**src/rtl/uart_imem_loader_if.sv**
```systemverilog
// Boot-loader bus: UART byte strobe in, imem write port and boot status out.
// slave = loader side, master = UART/CPU-subsystem side.
interface uart_imem_loader_if #(
  parameter int ADDR_W = 8
);
  logic              rx_valid;
  logic [7:0]        rx_data;
  logic              imem_we;
  logic [ADDR_W-1:0] imem_addr;
  logic [31:0]       imem_wdata;
  logic              load_done;
  logic              cpu_rst_n;
  logic              load_err;

  modport slave (
    input  rx_valid, rx_data,
    output imem_we, imem_addr, imem_wdata, load_done, cpu_rst_n, load_err
  );

  modport master (
    output rx_valid, rx_data,
    input  imem_we, imem_addr, imem_wdata, load_done, cpu_rst_n, load_err
  );
endinterface

```
**src/rtl/uart_imem_loader.sv**
```systemverilog
// UART-to-imem boot loader.
// Packs received bytes little-endian into 32-bit words, writes them to
// consecutive imem word slots and holds the CPU in reset until the whole
// image is stored. A partial word is dropped when the line goes idle for
// GAP_TIMEOUT cycles mid-word.
// Optional feature macro: LOADER_CHECKSUM_EN adds a trailing mod-256
// checksum byte that must match before the CPU is released.
//
// state   | meaning
// COLLECT | gathering bytes of the current word
// WRITE   | one-cycle imem write of the assembled word
// CHECK   | waiting for the checksum byte (checksum build only)
// DONE    | image stored, CPU released, further bytes ignored
module uart_imem_loader #(
  parameter int IMEM_BYTES  = 256,
  parameter int ADDR_W      = 8,
  parameter int GAP_TIMEOUT = 2000000
) (
  input  logic               clk,
  input  logic               rst_n,
  uart_imem_loader_if.slave  bus
);
  localparam int WA_W  = ADDR_W - 2;
  localparam int GAP_W = $clog2(GAP_TIMEOUT + 1);
  localparam logic [WA_W-1:0]  LAST_WORD = WA_W'(IMEM_BYTES / 4 - 1);
  localparam logic [GAP_W-1:0] GAP_MAX   = GAP_W'(GAP_TIMEOUT);
  localparam logic [GAP_W-1:0] GAP_LAST  = GAP_W'(GAP_TIMEOUT - 1);

  typedef enum logic [1:0] {COLLECT_S, WRITE_S, CHECK_S, DONE_S} state_t;

  state_t            state_q, state_d;
  logic [1:0]        byte_idx_q, byte_idx_d;
  logic [WA_W-1:0]   word_addr_q, word_addr_d;
  logic [23:0]       shift_q, shift_d;
  logic [GAP_W-1:0]  gap_q, gap_d;
  logic              we_q, we_d;
  logic [ADDR_W-1:0] addr_q, addr_d;
  logic [31:0]       wdata_q, wdata_d;
  logic              done_q, done_d;
  logic              cpu_rst_n_q;
`ifdef LOADER_CHECKSUM_EN
  logic [7:0]        sum_q, sum_d;
  logic              err_q, err_d;
`endif

  // Next-state and output decode
  always_comb begin
    state_d     = state_q;
    byte_idx_d  = byte_idx_q;
    word_addr_d = word_addr_q;
    shift_d     = shift_q;
    we_d        = 1'b0;
    addr_d      = addr_q;
    wdata_d     = wdata_q;
    done_d      = done_q;
`ifdef LOADER_CHECKSUM_EN
    sum_d       = sum_q;
    err_d       = err_q;
`endif

    // idle counter: cleared by any byte, runs only mid-word, saturates
    gap_d = gap_q;
    if (bus.rx_valid) begin
      gap_d = '0;
    end else if (byte_idx_q != 2'd0 && gap_q != GAP_MAX) begin
      gap_d = gap_q + GAP_W'(1);
    end

    unique case (state_q)
      COLLECT_S: begin
        if (bus.rx_valid) begin
`ifdef LOADER_CHECKSUM_EN
          sum_d = sum_q + bus.rx_data;
`endif
          byte_idx_d = byte_idx_q + 2'd1;
          unique case (byte_idx_q)
            2'd0: shift_d[7:0]   = bus.rx_data;
            2'd1: shift_d[15:8]  = bus.rx_data;
            2'd2: shift_d[23:16] = bus.rx_data;
            default: begin
              we_d    = 1'b1;
              addr_d  = {word_addr_q, 2'b00};
              wdata_d = {bus.rx_data, shift_q};
              state_d = WRITE_S;
            end
          endcase
        end else if (byte_idx_q != 2'd0 && gap_q == GAP_LAST) begin
          byte_idx_d = 2'd0;
        end
      end
      WRITE_S: begin
        byte_idx_d = 2'd0;
        if (word_addr_q == LAST_WORD) begin
`ifdef LOADER_CHECKSUM_EN
          state_d = CHECK_S;
`else
          state_d = DONE_S;
          done_d  = 1'b1;
`endif
        end else begin
          word_addr_d = word_addr_q + WA_W'(1);
          state_d     = COLLECT_S;
          // a byte arriving this early becomes lane 0 of the next word
          if (bus.rx_valid) begin
            shift_d[7:0] = bus.rx_data;
            byte_idx_d   = 2'd1;
`ifdef LOADER_CHECKSUM_EN
            sum_d        = sum_q + bus.rx_data;
`endif
          end
        end
      end
`ifdef LOADER_CHECKSUM_EN
      CHECK_S: begin
        if (bus.rx_valid) begin
          if (bus.rx_data == sum_q) begin
            state_d = DONE_S;
            done_d  = 1'b1;
            err_d   = 1'b0;
          end else begin
            state_d     = COLLECT_S;
            err_d       = 1'b1;
            word_addr_d = '0;
            sum_d       = '0;
            byte_idx_d  = 2'd0;
          end
        end
      end
`endif
      default: begin
        state_d = DONE_S;
      end
    endcase
  end

  // State and output registers
  always_ff @(posedge clk or negedge rst_n) begin
    if (!rst_n) begin
      state_q     <= COLLECT_S;
      byte_idx_q  <= 2'd0;
      word_addr_q <= '0;
      shift_q     <= '0;
      gap_q       <= '0;
      we_q        <= 1'b0;
      addr_q      <= '0;
      wdata_q     <= '0;
      done_q      <= 1'b0;
      cpu_rst_n_q <= 1'b0;
`ifdef LOADER_CHECKSUM_EN
      sum_q       <= '0;
      err_q       <= 1'b0;
`endif
    end else begin
      state_q     <= state_d;
      byte_idx_q  <= byte_idx_d;
      word_addr_q <= word_addr_d;
      shift_q     <= shift_d;
      gap_q       <= gap_d;
      we_q        <= we_d;
      addr_q      <= addr_d;
      wdata_q     <= wdata_d;
      done_q      <= done_d;
      cpu_rst_n_q <= done_q;
`ifdef LOADER_CHECKSUM_EN
      sum_q       <= sum_d;
      err_q       <= err_d;
`endif
    end
  end

  assign bus.imem_we    = we_q;
  assign bus.imem_addr  = addr_q;
  assign bus.imem_wdata = wdata_q;
  assign bus.load_done  = done_q;
  assign bus.cpu_rst_n  = cpu_rst_n_q;
`ifdef LOADER_CHECKSUM_EN
  assign bus.load_err   = err_q;
`else
  assign bus.load_err   = 1'b0;
`endif
endmodule

```
**src/flat_wrapper.sv**
```systemverilog
// flat-port wrapper written by rule: the top's interface ports become plain ports
module uart_imem_loader_flat 
#(
  parameter int IMEM_BYTES  = 256,
  parameter int ADDR_W      = 8,
  parameter int GAP_TIMEOUT = 2000000
)
  (clk, rst_n, bus_rx_valid, bus_rx_data, bus_imem_we, bus_imem_addr, bus_imem_wdata, bus_load_done, bus_cpu_rst_n, bus_load_err);
  uart_imem_loader_if #(.ADDR_W(ADDR_W)) bus_i ();
  input  logic clk;
  input  logic rst_n;
  input wire logic [$bits(bus_i.rx_valid)-1:0] bus_rx_valid;
  input wire logic [$bits(bus_i.rx_data)-1:0] bus_rx_data;
  output wire logic [$bits(bus_i.imem_we)-1:0] bus_imem_we;
  output wire logic [$bits(bus_i.imem_addr)-1:0] bus_imem_addr;
  output wire logic [$bits(bus_i.imem_wdata)-1:0] bus_imem_wdata;
  output wire logic [$bits(bus_i.load_done)-1:0] bus_load_done;
  output wire logic [$bits(bus_i.cpu_rst_n)-1:0] bus_cpu_rst_n;
  output wire logic [$bits(bus_i.load_err)-1:0] bus_load_err;
  assign bus_i.rx_valid = bus_rx_valid;
  assign bus_i.rx_data = bus_rx_data;
  assign bus_imem_we = bus_i.imem_we;
  assign bus_imem_addr = bus_i.imem_addr;
  assign bus_imem_wdata = bus_i.imem_wdata;
  assign bus_load_done = bus_i.load_done;
  assign bus_cpu_rst_n = bus_i.cpu_rst_n;
  assign bus_load_err = bus_i.load_err;
  uart_imem_loader #(.IMEM_BYTES(IMEM_BYTES), .ADDR_W(ADDR_W), .GAP_TIMEOUT(GAP_TIMEOUT)) u_core (.clk(clk), .rst_n(rst_n), .bus(bus_i));
endmodule
```
**config.mk**
```make
export PLATFORM = sky130hd
export DESIGN_NAME = uart_imem_loader_flat
export DESIGN_NICKNAME = d
export VERILOG_FILES = /design/src/rtl/uart_imem_loader_if.sv /design/src/rtl/uart_imem_loader.sv /design/src/flat_wrapper.sv
export SDC_FILE = /design/constraint.sdc
export NUM_CORES = 1
export LEC_CHECK = 0
export CAP_MARGIN = 20
export CORE_ASPECT_RATIO = 2
export CORE_MARGIN = 2
export CORE_UTILIZATION = 40
export DETAILED_ROUTE_END_ITERATION = 7
export PLACE_DENSITY = 0.67
export SLEW_MARGIN = 40
export SYNTH_ARGS = -nofsm -noshare
export SYNTH_HDL_FRONTEND = slang
export SYNTH_SLANG_ARGS = --single-unit
```
**constraint.sdc**
```tcl
create_clock -name clk -period 4.1 [get_ports clk]
set_input_delay 0.615 -clock clk [delete_from_list [all_inputs] [get_ports clk]]
set_output_delay 0.615 -clock clk [all_outputs]
set_load 0.02 [all_outputs]
```
Word-level counts from Yosys, hierarchy flattened

Index checks and enable logic that the tools add are counted.

Add/sub/neg operators: 3
Equality and inequality tests: 12
Multiplexer cells: 19
Bitwise operators: 2
Reductions and logical operators: 16

Operators by type and width:

| operator              | count |
|---|---|
| $mux 21               | 2 |
| $mux 8                | 4 |
| $add 21x1->21 const B | 1 |
| $eq 21x21->1 const B  | 1 |
| $ne 21x21->1 const B  | 1 |
| $pmux 8 s2            | 1 |
| $mux 2                | 6 |
| $ne 2x2->1 const B    | 5 |
| $reduce_and 3->1      | 3 |
| $pmux 2 s2            | 2 |
| $reduce_and 2->1      | 4 |
| $add 6x1->6 const B   | 1 |
| $eq 6x6->1 const B    | 1 |
| $reduce_bool 2->1     | 3 |
| $reduce_and 5->1      | 1 |
| $eq 2x1->1 const B    | 2 |
| $logic_not 2->1       | 2 |
| $mux 1                | 4 |
| $ne 3x2->1 const B    | 1 |
| $reduce_or 3->1       | 1 |
| $add 2x1->2 const B   | 1 |
| $eq 2x2->1 const B    | 1 |
| $logic_and 1x1->1     | 2 |
| $not 1->1             | 2 |

Bits in registers: 96
Input port bits: 11
Output and inout port bits: 44
Word-level logic and storage cells: 64

Depth between registers and ports, before layout

Word-level depth: 5
Depth in mapped cells: 8
Gate-level depth less buffers: 6

Worst setup path before layout

OpenSTA, ideal clock, no wires.

Path type: reg2reg
Start: register u_core.byte_idx_q[0]
End: register u_core.gap_q[16]
Setup time: 0.078 ns
Arrival: 1.909 ns
Data required time: 4.022 ns
Slack: 2.113 ns
Stages on the path, launching flop included: 9
Buffers on the path: 2
Clock period less this slack: 1.987 ns
Cells stage by stage: dfrtp_1 inv_1 ha_1 buf_2 and4b_1 buf_2 nand2_1 or4_1 a21oi_1

Cells in the longest elaborated chain, start to end: 3

RTL lines:

| what                        | RTL line                | source |
|---|---|---|
| start: declaration          | uart_imem_loader.sv:32  | `logic [1:0] byte_idx_q, byte_idx_d;` |
| start signal: assignment    | uart_imem_loader.sv:155 | `byte_idx_q <= byte_idx_d;` |
| $reduce_bool 2->1           | uart_imem_loader.sv:65  | `end else if (byte_idx_q != 2'd0 && gap_q != GAP_MAX) begin` |
| $logic_and 1x1->1           | uart_imem_loader.sv:65  |  |
| $reduce_bool 2->1 (no line) | n/a                     |  |
| end signal: assignment      | uart_imem_loader.sv:158 | `gap_q <= gap_d;` |
| end: declaration            | uart_imem_loader.sv:35  | `logic [GAP_W-1:0] gap_q, gap_d;` |

No other way between the ends.
A chain may end at the register's enable or synchronous reset.

Final worst setup path

Start: register u_core.byte_idx_q[0]
End: register u_core.gap_q[20]

The elaborated chain is that of the path after synthesis.

==> run_results.csv <==
group,metric,value,unit
sta,rsz0062_at_grt,"no",
min_path,hp-class,"input port to asynchronous set/reset pin",
routing,drc_errors,0,
setup_path,end_kind,"flip-flop",
setup_path,r2r_cells,6,
routing,drt-wirelength-per-cell,15.1,µm
run,maxCapViolations,0,
yosys,synth.distinct_cells,47,
yosys,synth.area.top_cells,"dfrtp_1 57%, mux2_2 17%, ha_1 2.1%, nor2_1 1.9%, xnor2_1 1.5%",
setup_path,r2r-end,"u_core.gap_q[20]",
power,ir_drop,0.374,mV
global_routing,grt_remaining_overflow,0,
global_routing,grt_start_max_net_pins,76,
cells_and_area,final_cell_mix,"96 x dfrtp_1, 65 x mux2_2, 50 x clkdlybuf4s50_1, 21 x nor2_1, 11 x nand2_1",
cts,post-cts-setup-buffers,0,
placed_design,gp_congestion,0.805,
routing,first_pass_iters,4,
routing,routed_via_density,5.22,
cts,clock-sinks,96,
cells_and_area,stdcell_area,5110,µm²
cells_and_area,final_common_cell,"dfrtp_1",
yosys,post-synth-top-area-fraction,57.2,%
setup_path,r2r_start,"u_core.byte_idx_q[0]",
routing,wl,7780,µm
global_routing,grt_usage,15.0,%
die,start_util,40.6,%
sta,worstMarginPinSlew,0.718,ns
setup_path,timing.critical_path.fanout_max,10,
yosys,yosysTopAreaCell,"dfrtp_1",
yosys,synth_warnings,0,
routing,ant_nets,0,
die,design.core.area,10300,µm²
die,io_pins,55,
placed_design,portBuffers,51,
sta,setup-tns-final,0,ns
placed_design,dp_hpwl,5390,µm
cells_and_area,area_growth,21.7,%
routing,drtIter0Drc,146,
yosys,ys.flop_type,"dfrtp_1",
yosys,yosysSeqAreaShare,57.2,%
cells_and_area,fin_nets,391,
run_status,status,"finished, final reports clean",
yosys,avgSynthCellArea,13.0,µm²
global_routing,antenna_found_initial,0,
die,rows,53,
cells_and_area,diodes,0,
sta,setup_viol,0,
sta,relSlewSlack,51.9,%
yosys,ys_ff_latch,96,
sta,slew_violations,0,
power,leakagePower,0.00219,µW
power,cellPowerDensity,676,nW/µm²
sta,fmax,432,MHz
global_routing,grt_pass1_wl,13700,µm
cts,clock_latency,0.34,ns
setup_path,arrival,2.59,ns
placed_design,dp_cells,499,
placed_design,placed_area,4830,µm²
cts,postCtsHoldBufs,0,
cts,cts.htree.levels,3,
cells_and_area,drive_gt1_share,24.3,%
setup_path,r2r_setup_slack,1.78,ns
cts,cts_buffers,9,
setup_path,start_kind,"flip-flop",
die,fp.dieW,76.5,µm
die,die_area,11400,µm²
sta,finalCritPeriodShare,56.5,%
cts,cts_root_buf,"clkbuf_16",
cts,cts_tree,"yes",
die,die_y,149,µm
sta,hold_viol_final,0,
cts,clkTransAtPathRegs,0.07,ns
global_routing,grt_pass1_vias,2786,
cts,cts_buffer_depth,2,
cells_and_area,fin_cells,515,
sta,holdWs,0.259,ns
sta,fin_worst_skew,0.00614,ns
cts,cts_resized,0,
yosys,async_flop_share,100,%
yosys,synth_edf_count,0,
power,finalPower,3460,µW
setup_path,cp.required,4.37,ns
sta,fin_crit,2.32,ns
setup_path,crit_type,"flip-flop to flip-flop",
routing,vias,2688,
yosys,postSynthCellCount,323,
yosys,synth_area,4200,µm²
layer usage:
| metal | share of wire, % | track usage, % | vias up |
|---|---|---|---|
| met3 | 3.7 | 3.03 | 11 |
| met5 | 0 | 0 | - |
| met1 | 45 | 19.9 | 1367 |
| met2 | 50 | 24.1 | 59 |
| li1 | - | - | 1251 |
| met4 | 1.6 | 6.27 | 0 |
worst max-delay path, stage by stage, from the launching register on:
cell	delay [ns]
dfrtp_1	0.40
inv_1	0.11
ha_1	0.34
and4b_1	0.45
nand2_1	0.24
or4b_1	0.54
a21oi_1	0.16
sequential cells by signal, indices dropped and copies added (netlist names):
name / flops
u_core.gap_q: 21
u_core.bus.imem_we: 1
u_core.bus.cpu_rst_n: 1
u_core.bus.load_done: 1
u_core.byte_idx_q: 2
u_core.state_q: 2
u_core.bus.imem_addr: 6
u_core.bus.imem_wdata: 32
u_core.word_addr_q: 6
u_core.shift_q: 24
cell type report:
cell class	instances	area, µm²
sequential	96	2400
tap	137	171
inverter	8	30.0
clock buffer	9	225
timing repair buffer	54	534
multi-input combinational	204	1690
fill	960	5230
clock inverter	7	60.1
how the worst max path moves through the flow:
stage / from / slack (ns) / end
floorplan: u_core.byte_idx_q[0] / 2.11 / u_core.gap_q[16]
global placement: bus_rx_valid / 1.63 / u_core.bus.imem_wdata[24]
detailed placement: bus_rx_valid / 1.55 / u_core.bus.imem_wdata[14]
CTS: u_core.byte_idx_q[0] / 1.78 / u_core.gap_q[20]
global route: u_core.byte_idx_q[0] / 1.59 / u_core.gap_q[20]
finish: u_core.byte_idx_q[0] / 1.78 / u_core.gap_q[20]
power by group:
group          switching [µW]  leakage, µW  internal [µW]
registers                 206      0.00121           1290
clock network             376     0.000143            424
logic                     526     0.000832            640
Yosys cell counts, drive strengths merged, types with 2 or more instances:
cell and instances:
a31o 3, and3 5, dfrtp 96, ha 7, clkbuf 7, nand2 11
o32ai 2, inv 8, and4 3, xor2 5, o21ai 2, buf 10
mux2 68, nor3 3, xnor2 7, nand2b 6, and2 3, nand3 7
nor4 3, a21oi 9, or3 3, nor2b 4, or4 4, o31ai 3
nor2 21, nand4 10, a41o 2, or4b 2
per-stage QoR:
| stage | setup WS (ns) | util, % |
|---|---|---|
| global placement | 1.63 | 46.6 |
| finish | 1.78 | 49.4 |
| CTS | 1.78 | 49.4 |
| detailed placement | 1.55 | 46.7 |
| floorplan | 2.11 | - |
| global route | 1.59 | 49.4 |
kinds of logic (layout without fill, tap and decap cells):
| logic type | Yosys count | after routing | share of synthesized area, % |
|---|---|---|---|
| compound gates | 25 | 25 | 4.26 |
| xor+xnor | 12 | 12 | 2.50 |
| fa+ha+maj | 7 | 7 | 2.08 |
| buf+inv | 25 | 78 | 2.74 |
| flops | 96 | 96 | 57.2 |
| mux | 69 | 69 | 18.5 |
| other cells | 1 | 3 | 0.0893 |
| simple gates | 88 | 88 | 12.7 |
Power figures use the tool's default switching activity.
